**src/rtl/multicycle_controller.sv**
```systemverilog
// rtl/multicycle_controller.sv - multicycle RV32 control FSM with memory wait timeout and sticky fault
module multicycle_controller #(
  parameter int unsigned MEM_TIMEOUT = 15
) (
  input  logic       clk,
  input  logic       resetn,
  input  logic       isALUreg,
  input  logic       isALUimm,
  input  logic       isLoad,
  input  logic       isStore,
  input  logic       isJAL,
  input  logic       isJALR,
  input  logic       isBranch,
  input  logic       isLUI,
  input  logic       isAUIPC,
  input  logic       branch_taken,
  input  logic       mem_ready,
  output logic       mem_req,
  output logic       mem_we,
  output logic       adr_src,
  output logic       ir_write,
  output logic       pc_write,
  output logic       reg_write,
  output logic [1:0] alu_src_a,
  output logic [1:0] alu_src_b,
  output logic [1:0] alu_op,
  output logic [1:0] result_src,
  output logic [3:0] state,
  output logic       fault,
  output logic       instr_done
);

  typedef enum logic [3:0] {
    S_FETCH    = 4'd0,
    S_DECODE   = 4'd1,
    S_MEMADR   = 4'd2,
    S_MEMREAD  = 4'd3,
    S_MEMWB    = 4'd4,
    S_MEMWRITE = 4'd5,
    S_EXEC_R   = 4'd6,
    S_EXEC_I   = 4'd7,
    S_ALUWB    = 4'd8,
    S_JAL      = 4'd9,
    S_JALR     = 4'd10,
    S_BRANCH   = 4'd11,
    S_LUI      = 4'd12,
    S_AUIPC    = 4'd13,
    S_FAULT    = 4'd15
  } state_t;

  localparam logic [8:0] TIMEOUT_LIM = 9'(MEM_TIMEOUT);

  state_t     state_q, state_d;
  logic [7:0] wait_q, wait_d;
  logic [8:0] wait_inc;

  always_ff @(posedge clk or negedge resetn) begin
    if (!resetn) begin
      state_q <= S_FETCH;
      wait_q  <= 8'd0;
    end else begin
      state_q <= state_d;
      wait_q  <= wait_d;
    end
  end

  assign state = state_q;
  assign fault = (state_q == S_FAULT);

  // Counter only advances in the three memory-waiting states, so it is zero on entry to each.
  always_comb begin
    state_d    = state_q;
    wait_d     = 8'd0;
    wait_inc   = {1'b0, wait_q} + 9'd1;
    mem_req    = 1'b0;
    mem_we     = 1'b0;
    adr_src    = 1'b0;
    ir_write   = 1'b0;
    pc_write   = 1'b0;
    reg_write  = 1'b0;
    alu_src_a  = 2'b00;
    alu_src_b  = 2'b00;
    alu_op     = 2'b00;
    result_src = 2'b00;
    instr_done = 1'b0;
    case (state_q)
      S_FETCH: begin
        mem_req   = 1'b1;
        alu_src_b = 2'b10;
        if (mem_ready) begin
          ir_write = 1'b1;
          pc_write = 1'b1;
          state_d  = S_DECODE;
        end else begin
          wait_d = wait_inc[7:0];
          if (wait_inc >= TIMEOUT_LIM) state_d = S_FAULT;
        end
      end
      S_DECODE: begin
        if (isLoad || isStore) state_d = S_MEMADR;
        else if (isALUreg)     state_d = S_EXEC_R;
        else if (isALUimm)     state_d = S_EXEC_I;
        else if (isJAL)        state_d = S_JAL;
        else if (isJALR)       state_d = S_JALR;
        else if (isBranch)     state_d = S_BRANCH;
        else if (isLUI)        state_d = S_LUI;
        else if (isAUIPC)      state_d = S_AUIPC;
        else                   state_d = S_FAULT;
      end
      S_MEMADR: begin
        alu_src_a = 2'b10;
        alu_src_b = 2'b01;
        state_d   = isLoad ? S_MEMREAD : S_MEMWRITE;
      end
      S_MEMREAD: begin
        mem_req = 1'b1;
        adr_src = 1'b1;
        if (mem_ready) begin
          state_d = S_MEMWB;
        end else begin
          wait_d = wait_inc[7:0];
          if (wait_inc >= TIMEOUT_LIM) state_d = S_FAULT;
        end
      end
      S_MEMWB: begin
        result_src = 2'b01;
        reg_write  = 1'b1;
        instr_done = 1'b1;
        state_d    = S_FETCH;
      end
      S_MEMWRITE: begin
        mem_req = 1'b1;
        mem_we  = 1'b1;
        adr_src = 1'b1;
        if (mem_ready) begin
          instr_done = 1'b1;
          state_d    = S_FETCH;
        end else begin
          wait_d = wait_inc[7:0];
          if (wait_inc >= TIMEOUT_LIM) state_d = S_FAULT;
        end
      end
      S_EXEC_R, S_EXEC_I: begin
        alu_src_a = 2'b10;
        alu_src_b = (state_q == S_EXEC_I) ? 2'b01 : 2'b00;
        alu_op    = 2'b10;
        state_d   = S_ALUWB;
      end
      S_ALUWB: begin
        reg_write  = 1'b1;
        instr_done = 1'b1;
        state_d    = S_FETCH;
      end
      S_JAL, S_JALR: begin
        alu_src_a  = (state_q == S_JALR) ? 2'b10 : 2'b01;
        alu_src_b  = 2'b01;
        pc_write   = 1'b1;
        result_src = 2'b10;
        reg_write  = 1'b1;
        instr_done = 1'b1;
        state_d    = S_FETCH;
      end
      S_BRANCH: begin
        alu_src_a  = 2'b10;
        alu_op     = 2'b01;
        pc_write   = branch_taken;
        instr_done = 1'b1;
        state_d    = S_FETCH;
      end
      S_LUI, S_AUIPC: begin
        alu_src_a  = (state_q == S_AUIPC) ? 2'b01 : 2'b00;
        alu_src_b  = 2'b01;
        reg_write  = 1'b1;
        instr_done = 1'b1;
        state_d    = S_FETCH;
      end
      S_FAULT: state_d = S_FAULT;
      default: state_d = S_FAULT;
    endcase
  end

endmodule

```
**config.mk**
```make
export PLATFORM = sky130hd
export DESIGN_NAME = multicycle_controller
export DESIGN_NICKNAME = d
export VERILOG_FILES = /design/src/rtl/multicycle_controller.sv
export SDC_FILE = /design/constraint.sdc
export NUM_CORES = 1
export LEC_CHECK = 0
export CORE_AREA = 2 2 49 51
export DETAILED_ROUTE_END_ITERATION = 6
export DIE_AREA = 0 0 51 53
export PLACE_DENSITY = 0.88
export REMOVE_ABC_BUFFERS = 1
export SYNTH_ARGS = -nofsm -noshare
export SYNTH_HDL_FRONTEND = slang
export SYNTH_SLANG_ARGS = --single-unit
export TNS_END_PERCENT = 10
```
**constraint.sdc**
```tcl
create_clock -name clk -period 3.93 [get_ports clk]
set_input_delay 0.5895 -clock clk [delete_from_list [all_inputs] [get_ports clk]]
set_output_delay 0.5895 -clock clk [all_outputs]
set_load 0.05 [all_outputs]
```
# ---- After elaboration in Yosys (flattened, before gate mapping)
# Index checks and enable logic that the tools add are counted.
dict set report op_classes {
  bitwise_logic 0
  shift 0
  n_div 0
  mux 31
  n_mul 0
  n_reduce_logical 11
  eq_ne 14
  n_addsub 1
  n_lt_le_gt_ge 1
}
# op count
set op_table {}
lappend op_table {{4-bit equality test, second input constant} 7}
lappend op_table {{4-bit 2-to-1 mux} 7}
lappend op_table {{4-bit case mux with 7 select lines} 1}
lappend op_table {{4-bit by 3-bit equality test with 1-bit output, second input constant} 4}
lappend op_table {{8-bit 2-to-1 mux} 2}
lappend op_table {{3-bit 2-to-1 mux} 4}
lappend op_table {{2-bit case mux with 3 select lines} 2}
lappend op_table {{8-bit by 1-bit adder with 9-bit output, second input constant} 1}
lappend op_table {{9-bit by 4-bit >= comparator with 1-bit output, second input constant} 1}
lappend op_table {{4-bit by 2-bit equality test with 1-bit output, second input constant} 2}
lappend op_table {{1-bit 2-to-1 mux} 8}
lappend op_table {{2-bit case mux with 2 select lines} 2}
lappend op_table {{2-bit OR reduction} 4}
lappend op_table {{7-bit OR reduction} 1}
lappend op_table {{2-bit 2-to-1 mux} 3}
lappend op_table {{6-bit OR reduction} 1}
lappend op_table {{5-bit OR reduction} 1}
lappend op_table {{4-bit by 1-bit equality test with 1-bit output, second input constant} 1}
lappend op_table {{4-bit logical NOT} 1}
lappend op_table {{4-bit OR reduction} 1}
lappend op_table {{1-bit case mux with 3 select lines} 1}
lappend op_table {{3-bit OR reduction} 1}
lappend op_table {{1-bit case mux with 2 select lines} 1}
lappend op_table {{1-bit logical OR} 1}
dict set report totals {
  mem_count 0
  latch_bits 0
  elab_cells 60
  ramBits 0
  mem_bits_ro 0
  in_bits 13
  regBits 12
  output_inout_bits 20
}

# ---- Depth between registers and ports, before layout
# Gate-level depths: netlist (run 1).
dict set report logic_depth {
  ltp_word 9
  mapped_depth 7
  ltp_nobuf 7
}

# ---- Least setup slack after synthesis (run 1)
# OpenSTA, ideal clock, no wires.
dict set report synth_timing {
  path_type {reg-to-output}
  startpoint {register state_q[2] (netlist: state[2])}
  endpoint {output result_src[0]}
  n_path_buf 2
  setup_slack_ns 0.525
  t_required_ns 3.340
  arrival_time_ns 2.815
  stages_incl_launch_ff 4
  cell_sequence {dfrtp_1 -> buf_2 -> buf_1 -> nor4b_1}
}
dict set report synth_between {
  elab_chain_cells 3
  word_cells_on_any_way 5
  cone_classes {eq/ne: 3; mux: 1; reduce/logical: 1}
}
# item line_no
set synth_rtl {}
lappend synth_rtl {{start, declared} 53} ;# state_t state_q, state_d;
lappend synth_rtl {{start signal, assigned} 62} ;# state_q <= state_d;
lappend synth_rtl {{4-bit equality test} 86} ;# case (state_q)
lappend synth_rtl {{2-bit OR reduction} 86}
lappend synth_rtl {{2-bit case mux with 2 select lines *} 86}
lappend synth_rtl {{end, declared} 27} ;# output logic [1:0] result_src,
# Every way passes the cells marked *; elsewhere a longest branch is shown, timed or not.

# ---- Worst setup path in the final report (run 1)
dict set report layout_timing {
  startpoint {register state_q[2] (netlist: state[2])}
  endpoint {output pc_write}
}
dict set report layout_between {
  elab_chain_cells 3
  word_cells_on_any_way 6
  cone_classes {eq/ne: 3; mux: 1; reduce/logical: 2}
}
# item line_no
set layout_rtl {}
lappend layout_rtl {{4-bit equality test} 86}
lappend layout_rtl {{2-bit OR reduction} 86}
lappend layout_rtl {{1-bit case mux with 3 select lines *} 86}
lappend layout_rtl {{end, declared} 22} ;# output logic pc_write,
# Marked as above.

==> impl_metrics.prom, run 1 <==
# TYPE chip_impl_metric gauge
chip_impl_info{name="status",value="finished, final reports clean"} 1
chip_impl_metric{name="power.share.switching",unit="%"} 56.2
chip_impl_info{name="criticalPathCategory",value="register to output port"} 1
chip_impl_metric{name="post-route-min-period",unit="ns"} 3.11
chip_impl_metric{name="buffer_ports.inserted",unit=""} 32
chip_impl_metric{name="insertion_delay_of_the_later_clocked_pin_in_the_worst_skew_pair",unit="ns"} 0.27
chip_impl_metric{name="grt_start_max_net_pins",unit=""} 21
chip_impl_metric{name="final.period_utilization",unit="%"} 79.1
chip_impl_metric{name="area.sequential",unit="um2"} 300
chip_impl_metric{name="die_area",unit="um2"} 2700
chip_impl_info{name="tritoncts",value="built"} 1
chip_impl_metric{name="buffers_from_clock_root_to_sink_at_most",unit=""} 2
chip_impl_metric{name="critical_path.n_buffers_inverters",unit=""} 1
chip_impl_metric{name="place_area",unit="um2"} 1320
chip_impl_metric{name="cts_inserted_buffers",unit=""} 3
chip_impl_info{name="crit_slowest_cell",value="sky130_fd_sc_hd__dfrtp_1"} 1
chip_impl_metric{name="maxSlewHeadroom",unit="%"} 60.8
chip_impl_metric{name="initial_utilization",unit="%"} 47.2
chip_impl_metric{name="place_inst",unit=""} 177
chip_impl_metric{name="num_rows",unit=""} 17
chip_impl_metric{name="timing.fmax",unit="GHz"} 0.322
chip_impl_metric{name="finalNetCount",unit=""} 169
chip_impl_metric{name="post_synth_inst_count",unit=""} 127
chip_impl_info{name="critical_path.startpoint",value="state[2]$_DFF_PN0_"} 1
chip_impl_metric{name="internal_dissipation",unit="W"} 0.000458
chip_impl_metric{name="synth_enable_flop_cells",unit=""} 0
chip_impl_metric{name="clock_pin_slew_of_the_registers_on_the_worst_case_setup_and_hold_paths",unit="ns"} 0.07
chip_impl_metric{name="cts.sink_count",unit=""} 12
chip_impl_metric{name="detail_route.vias_per_cell",unit=""} 5.70
chip_impl_metric{name="grt_first_pass_wirelength",unit="um"} 4040
chip_impl_metric{name="detail_route.wl_per_cell",unit="um"} 12.9
chip_impl_metric{name="gr-usage-all-layers",unit="%"} 19.2
chip_impl_metric{name="top_level_ports",unit=""} 33
chip_impl_metric{name="synth_cell_type_count",unit=""} 41
chip_impl_metric{name="final_layout_size_suffix_gt1_share",unit="%"} 7.84
chip_impl_metric{name="setup_viol_count_final",unit=""} 0
chip_impl_metric{name="cts_resized",unit=""} 0
chip_impl_metric{name="power",unit="W"} 0.00105
chip_impl_metric{name="first_iter_violations",unit=""} 37
chip_impl_metric{name="worst-path-max-fanout",unit=""} 20
chip_impl_metric{name="synth.cell_area",unit="um2"} 1010
chip_impl_info{name="worstHoldPathType",value="register to register"} 1
chip_impl_info{name="yosys_most_used_dff",value="sky130_fd_sc_hd__dfrtp_1"} 1
chip_impl_info{name="rsz0062_at_grt",value="false"} 1
chip_impl_metric{name="total_overflow_reported_by_the_global_router",unit=""} 0
chip_impl_metric{name="floorplan.core_area",unit="um2"} 2150
chip_impl_metric{name="power.share.clock",unit="%"} 9.3
chip_impl_info{name="worst_setup_end_kind",value="output port"} 1
chip_impl_metric{name="fin_area",unit="um2"} 1350
chip_impl_metric{name="max-vdd-ir-drop",unit="mV"} 0.417
chip_impl_metric{name="place_congestion",unit=""} 0.819
chip_impl_metric{name="initial_antenna_violation_count",unit=""} 0
chip_impl_metric{name="post-route-worst-setup-slack",unit="ns"} 0.823
chip_impl_metric{name="maxcap_viol_count",unit=""} 0
chip_impl_info{name="synth.most_common_cell",value="sky130_fd_sc_hd__nor2_1"} 1
chip_impl_metric{name="synth_area_per_cell",unit="um2"} 7.98
chip_impl_info{name="cp_common_cell",value="sky130_fd_sc_hd__nor2_1"} 1
chip_impl_metric{name="cts.hold.buffers_added",unit=""} 0
chip_impl_info{name="path_cells",value="nor2_1 > nand2_1 > nor2_1 > and2_1 > a211o_1 > clkdlybuf4s50_1"} 1
chip_impl_metric{name="yosysWarningCount",unit=""} 0
chip_impl_info{name="synthTopCellsByCount",value="sky130_fd_sc_hd__nor2_1, sky130_fd_sc_hd__dfrtp_1, sky130_fd_sc_hd__nand2_1, sky130_fd_sc_hd__nor3_1"} 1
chip_impl_metric{name="max_slew.worst_pin.slew",unit="ns"} 0.588
chip_impl_info{name="synth.largest_area_cell",value="sky130_fd_sc_hd__dfrtp_1"} 1
chip_impl_metric{name="finalMaxSlewViolations",unit=""} 0
chip_impl_metric{name="multiInputGateArea",unit="um2"} 646
chip_impl_metric{name="synth.ff_latch_count",unit=""} 12
chip_impl_metric{name="synth_seq_area_share",unit="%"} 29.6
chip_impl_metric{name="power.leakage",unit="nW"} 0.551
chip_impl_metric{name="hold_viol_final",unit=""} 0
chip_impl_metric{name="fillerInstances",unit=""} 193
chip_impl_metric{name="synth_top_area_share",unit="%"} 29.6
chip_impl_metric{name="via_count_of_the_first_global_routing_pass",unit=""} 946
chip_impl_metric{name="setup-tns-final",unit="ns"} 0
chip_impl_metric{name="worst-endpoint-arrival",unit="ns"} 2.52
chip_impl_metric{name="floorplan.die.height",unit="um"} 53
chip_impl_info{name="timing.rr.start",value="state[0]$_DFF_PN0_"} 1
chip_impl_metric{name="critical-path-max-stage-delay",unit="ns"} 0.72
chip_impl_metric{name="ctsHtreeMaxLevel",unit=""} 1
chip_impl_metric{name="p_seq_share",unit="%"} 21.9
chip_impl_metric{name="finalWirelength",unit="um"} 2330
chip_impl_metric{name="timing.critical_path.required",unit="ns"} 3.34
chip_impl_metric{name="antenna-diode-count",unit=""} 0
chip_impl_metric{name="die_width",unit="um"} 51
chip_impl_metric{name="fin_cells",unit=""} 181
chip_impl_metric{name="power.combinational.fraction",unit="%"} 68.9
chip_impl_metric{name="powerDensity",unit="nW/um2"} 773
chip_impl_info{name="critPathLaunchType",value="register"} 1
chip_impl_metric{name="antenna_violating_nets_post_route",unit=""} 0
chip_impl_info{name="cpLargestDelayFamily",value="flip-flops"} 1
chip_impl_metric{name="cts_post_setup_buffers_inserted",unit=""} 0
chip_impl_metric{name="switchingPower",unit="W"} 0.000588
chip_impl_metric{name="asyncSetResetFlopFracSynth",unit="%"} 100
chip_impl_info{name="library_cell_used_as_clock_root_buffer",value="sky130_fd_sc_hd__clkbuf_4"} 1
chip_impl_info{name="min_from",value="wait_q[0]$_DFF_PN0_"} 1
chip_impl_metric{name="area_growth",unit="%"} 33.5
chip_impl_metric{name="dp_slack",unit="ns"} 1.03
chip_impl_metric{name="drt_pass1_iterations",unit=""} 4
chip_impl_metric{name="timing.clock.skew",unit="ns"} 0.000314
chip_impl_info{name="synth.top_cells.by_area",value="sky130_fd_sc_hd__dfrtp_1, sky130_fd_sc_hd__nor2_1, sky130_fd_sc_hd__xnor2_1"} 1
chip_impl_metric{name="routed-via-count",unit=""} 1032
chip_impl_metric{name="drc_errors",unit=""} 0
chip_impl_metric{name="post-dp-hpwl",unit="um"} 1850
layout make-up:
class                      instances  share of cell area (%)
tap                               28                    2.59
clock buffer                       4                    2.68
timing repair buffer              32                    23.7
sequential                        12                    22.2
inverter                           4                    1.11
multi-input combinational        101                    47.7
cell usage in the layout, fill, tap and decap left out, drive strengths merged, types with 2 or more instances in the layout:
| master | synthesis | final |
|---|---|---|
| nand3 | 6 | 6 |
| a22oi | 2 | 2 |
| and2 | 3 | 3 |
| inv | 4 | 4 |
| dfrtp | 12 | 12 |
| o31ai | 3 | 3 |
| o22ai | 2 | 2 |
| nor4b | 2 | 2 |
| ha | 2 | 2 |
| a21oi | 4 | 4 |
| nor3 | 9 | 9 |
| clkbuf | 2 | 4 |
| xnor2 | 5 | 5 |
| o21ai | 6 | 6 |
| clkdlybuf4s50 | 0 | 32 |
| nor4 | 2 | 2 |
| or3 | 2 | 2 |
| nand2b | 3 | 3 |
| xor2 | 5 | 5 |
| nor2 | 20 | 20 |
| nand2 | 11 | 11 |
registers in the layout, indices dropped and copies added, names as in the netlist:
name and flops:
state 4, wait_q 8
worst reg2reg max path, cell delays in order, from the launching register on:
cell and delay (ns):
sky130_fd_sc_hd__dfrtp_1 0.62, sky130_fd_sc_hd__nor2b_2 0.34, sky130_fd_sc_hd__mux2i_1 0.14, sky130_fd_sc_hd__nor3_1 0.40, sky130_fd_sc_hd__nor2_1 0.08, sky130_fd_sc_hd__o211ai_1 0.22
layer usage:
metal,routed length [um],up-vias,part of all wire [%],global-route usage (%)
met3,140,6,6.0,1.69
met5,0,-,0,0
met2,1150,43,49,33.3
met4,34,0,1.5,9.46
li1,-,502,-,-
met1,1000,481,43,23.9
stage by stage:
stage	hold WS [ns]	util, %
global placement	0.510	61.3
global route	0.584	63.0
floorplan	0.294	-
CTS	0.539	63.0
finish	0.543	63.0
detailed placement	0.528	61.3
cell families (layout without fill, tap and decap cells):
family	after synthesis	in the layout	synth area share (%)
simple gates	64	64	34.1
xor+xnor	10	10	8.64
buf+inv	14	40	6.67
fa+ha+maj	2	2	2.47
flops	12	12	29.6
mux	1	1	0.988
compound gates	24	24	17.5
power by group through the flow:
stage,clock network (W),registers (W),logic [W]
3_5_place_dp,0,0.000231,0.000721
5_1_grt,0.000107,0.000239,0.000768
2_1_floorplan,0,0.000268,0.000451
4_1_cts,0.0000993,0.000228,0.000722
3_3_place_gp,0,0.000226,0.000709
6_report,0.0000968,0.000229,0.000720
worst paths after layout:
path	endpoint	slack, ns	depth (start not counted)
max	pc_write	0.82	6
min	wait_q[0]$_DFF_PN0_	0.54	1
max reg2reg	state[0]$_DFF_PN0_	2.05	5
min reg2reg	wait_q[0]$_DFF_PN0_	0.54	1
max in group asynchronous	wait_q[6]$_DFF_PN0_	2.94	1
min in group asynchronous	wait_q[3]$_DFF_PN0_	0.65	1
Note: power is estimated with default switching activity, not from simulation.
==> run 2, diff against run 1 <==
--- a/config.mk
+++ b/config.mk
@@ -5,10 +5,10 @@
 export SDC_FILE = /design/constraint.sdc
 export NUM_CORES = 1
 export LEC_CHECK = 0
-export CORE_AREA = 2 2 49 51
+export CORE_AREA = 2 2 51 53
 export DETAILED_ROUTE_END_ITERATION = 6
-export DIE_AREA = 0 0 51 53
-export PLACE_DENSITY = 0.88
+export DIE_AREA = 0 0 53 55
+export PLACE_DENSITY = 0.83
 export REMOVE_ABC_BUFFERS = 1
 export SYNTH_ARGS = -nofsm -noshare
 export SYNTH_HDL_FRONTEND = slang
==> constraint.sdc (replaced) <==
create_clock -name clk -period 3.24 [get_ports clk]
set_input_delay 0.486 -clock clk [delete_from_list [all_inputs] [get_ports clk]]
set_output_delay 0.486 -clock clk [all_outputs]
set_load 0.05 [all_outputs]
==> impl_metrics.prom, run 2 (synthesis gave the netlist of run 1 again) <==
# TYPE chip_impl_metric gauge
chip_impl_info{name="status",value="finished, final reports clean"} 1
chip_impl_metric{name="total_overflow_reported_by_the_global_router",unit=""} 0
chip_impl_metric{name="floorplan.core_area",unit="um2"} 2360
chip_impl_metric{name="antenna_violating_nets_post_route",unit=""} 0
chip_impl_info{name="tritoncts",value="built"} 1
chip_impl_metric{name="timing.fmax",unit="GHz"} 0.339
chip_impl_metric{name="detail_route.vias_per_cell",unit=""} 5.50
chip_impl_metric{name="timing.clock.skew",unit="ns"} 0.00282
chip_impl_info{name="worst_setup_end_kind",value="output port"} 1
chip_impl_metric{name="power.leakage",unit="nW"} 0.549
chip_impl_metric{name="die_area",unit="um2"} 2920
chip_impl_metric{name="clock_pin_slew_of_the_registers_on_the_worst_case_setup_and_hold_paths",unit="ns"} 0.07
chip_impl_metric{name="worst-endpoint-arrival",unit="ns"} 2.46
chip_impl_metric{name="worst-path-max-fanout",unit=""} 17
chip_impl_info{name="worstHoldPathType",value="register to register"} 1
chip_impl_info{name="layout_common_cells",value="sky130_fd_sc_hd__clkdlybuf4s50_1, sky130_fd_sc_hd__nor2_1, sky130_fd_sc_hd__dfrtp_1"} 1
chip_impl_metric{name="antenna-diode-count",unit=""} 0
chip_impl_metric{name="setup_viol_count_final",unit=""} 0
chip_impl_metric{name="num_rows",unit=""} 18
chip_impl_metric{name="maxSlewHeadroom",unit="%"} 62.8
chip_impl_metric{name="finalWirelength",unit="um"} 2380
chip_impl_info{name="criticalPathCategory",value="register to output port"} 1
chip_impl_metric{name="initial_antenna_violation_count",unit=""} 0
chip_impl_metric{name="drt_pass1_iterations",unit=""} 4
chip_impl_metric{name="cts_inserted_buffers",unit=""} 3
chip_impl_metric{name="finalNetCount",unit=""} 170
chip_impl_metric{name="area_growth",unit="%"} 33.1
chip_impl_metric{name="post-route-min-period",unit="ns"} 2.95
chip_impl_metric{name="largest_register_ffs",unit=""} 8
chip_impl_metric{name="post-dp-hpwl",unit="um"} 1890
chip_impl_metric{name="area.sequential",unit="um2"} 300
chip_impl_metric{name="multiInputGateArea",unit="um2"} 646
chip_impl_metric{name="grt_first_pass_wirelength",unit="um"} 3980
chip_impl_metric{name="buffers_from_clock_root_to_sink_at_most",unit=""} 2
chip_impl_metric{name="regToRegSetupSlack",unit="ns"} 1.41
chip_impl_metric{name="die_width",unit="um"} 53
chip_impl_metric{name="cts.sink_count",unit=""} 12
chip_impl_metric{name="maxcap_viol_count",unit=""} 0
chip_impl_metric{name="initial_utilization",unit="%"} 42.9
chip_impl_metric{name="routed-via-count",unit=""} 1006
chip_impl_metric{name="ff2ff_path_depth",unit=""} 5
chip_impl_metric{name="buffer_ports.inserted",unit=""} 32
chip_impl_info{name="library_cell_used_as_clock_root_buffer",value="sky130_fd_sc_hd__clkbuf_4"} 1
chip_impl_info{name="rsz0062_at_grt",value="false"} 1
chip_impl_metric{name="first_iter_violations",unit=""} 26
chip_impl_metric{name="timing.critical_path.required",unit="ns"} 2.75
chip_impl_metric{name="cts_resized",unit=""} 0
chip_impl_metric{name="whs_path_depth",unit=""} 1
chip_impl_info{name="timing.rr.start",value="state[0]$_DFF_PN0_"} 1
chip_impl_metric{name="powerDensity",unit="nW/um2"} 919
chip_impl_info{name="layout.cells.most_common",value="sky130_fd_sc_hd__clkdlybuf4s50_1"} 1
chip_impl_info{name="min_from",value="wait_q[0]$_DFF_PN0_"} 1
chip_impl_metric{name="fillerInstances",unit=""} 214
chip_impl_metric{name="insertion_delay_of_the_later_clocked_pin_in_the_worst_skew_pair",unit="ns"} 0.27
chip_impl_metric{name="dp_slack",unit="ns"} 0.560
chip_impl_metric{name="max-vdd-ir-drop",unit="mV"} 0.665
chip_impl_metric{name="final_layout_size_suffix_gt1_share",unit="%"} 7.84
chip_impl_metric{name="place_congestion",unit=""} 0.827
chip_impl_metric{name="drc_errors",unit=""} 0
chip_impl_metric{name="max_slew.worst_pin.slew",unit="ns"} 0.558
chip_impl_metric{name="cts.hold.buffers_added",unit=""} 0
chip_impl_metric{name="floorplan.die.height",unit="um"} 55
chip_impl_metric{name="post-route-worst-setup-slack",unit="ns"} 0.291
chip_impl_info{name="top_register",value="wait_q"} 1
chip_impl_metric{name="detail_route.wl_per_cell",unit="um"} 13.0
chip_impl_metric{name="via_count_of_the_first_global_routing_pass",unit=""} 920
chip_impl_metric{name="hold_viol_final",unit=""} 0
chip_impl_metric{name="post-route-util",unit="%"} 57.0
chip_impl_metric{name="grt_start_max_net_pins",unit=""} 20
chip_impl_metric{name="gr-usage-all-layers",unit="%"} 18.3
chip_impl_metric{name="cts_post_setup_buffers_inserted",unit=""} 0
chip_impl_metric{name="top_level_ports",unit=""} 33
chip_impl_metric{name="finalMaxSlewViolations",unit=""} 0
chip_impl_metric{name="ctsHtreeMaxLevel",unit=""} 1
chip_impl_metric{name="final.period_utilization",unit="%"} 91.0
chip_impl_info{name="critPathLaunchType",value="register"} 1
chip_impl_info{name="rr_endpoint",value="state[0]$_DFF_PN0_"} 1
chip_impl_info{name="min_delay_worst_endpoint",value="wait_q[0]$_DFF_PN0_"} 1
[run 2: where the power goes]
part,total [W],leakage (nW),switching [W],internal (W)
registers,0.000255,0.162,0.0000785,0.000177
logic,0.000896,0.373,0.000579,0.000316
clock network,0.0000881,0.0138,0.0000451,0.0000431
total,0.00124,0.549,0.000703,0.000536
[run 2: layout make-up]
class,count,area share [%]
Sequential cell,12,22.3
Timing Repair Buffer,33,24.3
Inverter,4,1.11
Clock buffer,3,1.67
Multi-Input combinational cell,101,47.9
Tap cell,30,2.78
[run 2: worst max-delay path, stage by stage (launching register included)]
cell	delay [ns]
sky130_fd_sc_hd__dfrtp_1	0.56
sky130_fd_sc_hd__nor2_1	0.24
sky130_fd_sc_hd__nand2_1	0.13
sky130_fd_sc_hd__nor2_1	0.18
sky130_fd_sc_hd__and2_1	0.17
sky130_fd_sc_hd__a211o_1	0.10
sky130_fd_sc_hd__clkdlybuf4s50_1	0.81
[run 2: metrics by stage]
stage | setup TNS (ns) | instances | power [W] | area, um2 | hold slack (ns)
after floorplan | -0.0465 | 117 | 0.000872 | 961 | 0.190
final | 0 | 183 | 0.00124 | 1350 | 0.525
after detailed placement | 0 | 180 | 0.00116 | 1330 | 0.518
after global placement | 0 | 180 | 0.00114 | 1330 | 0.508
after CTS | 0 | 183 | 0.00125 | 1350 | 0.528
after global routing | 0 | 183 | 0.00133 | 1350 | 0.574
[run 2: layer usage]
metal	track usage [%]	wire, um	part of all wire [%]
met2	36.0	1230	52
met4	6.41	21	0.88
met3	1.88	146	6.1
met1	20.4	976	41
met5	0	0	0
[run 2: worst max path at each step]
| stage | startpoint | endpoint | cells after the start |
|---|---|---|---|
| floorplan | state[2]$_DFF_PN0_ | pc_write | 5 |
| global placement | mem_ready | instr_done | 5 |
| detailed placement | mem_ready | instr_done | 5 |
| CTS | state[3]$_DFF_PN0_ | pc_write | 6 |
| global route | state[3]$_DFF_PN0_ | pc_write | 6 |
| finish | state[3]$_DFF_PN0_ | pc_write | 6 |
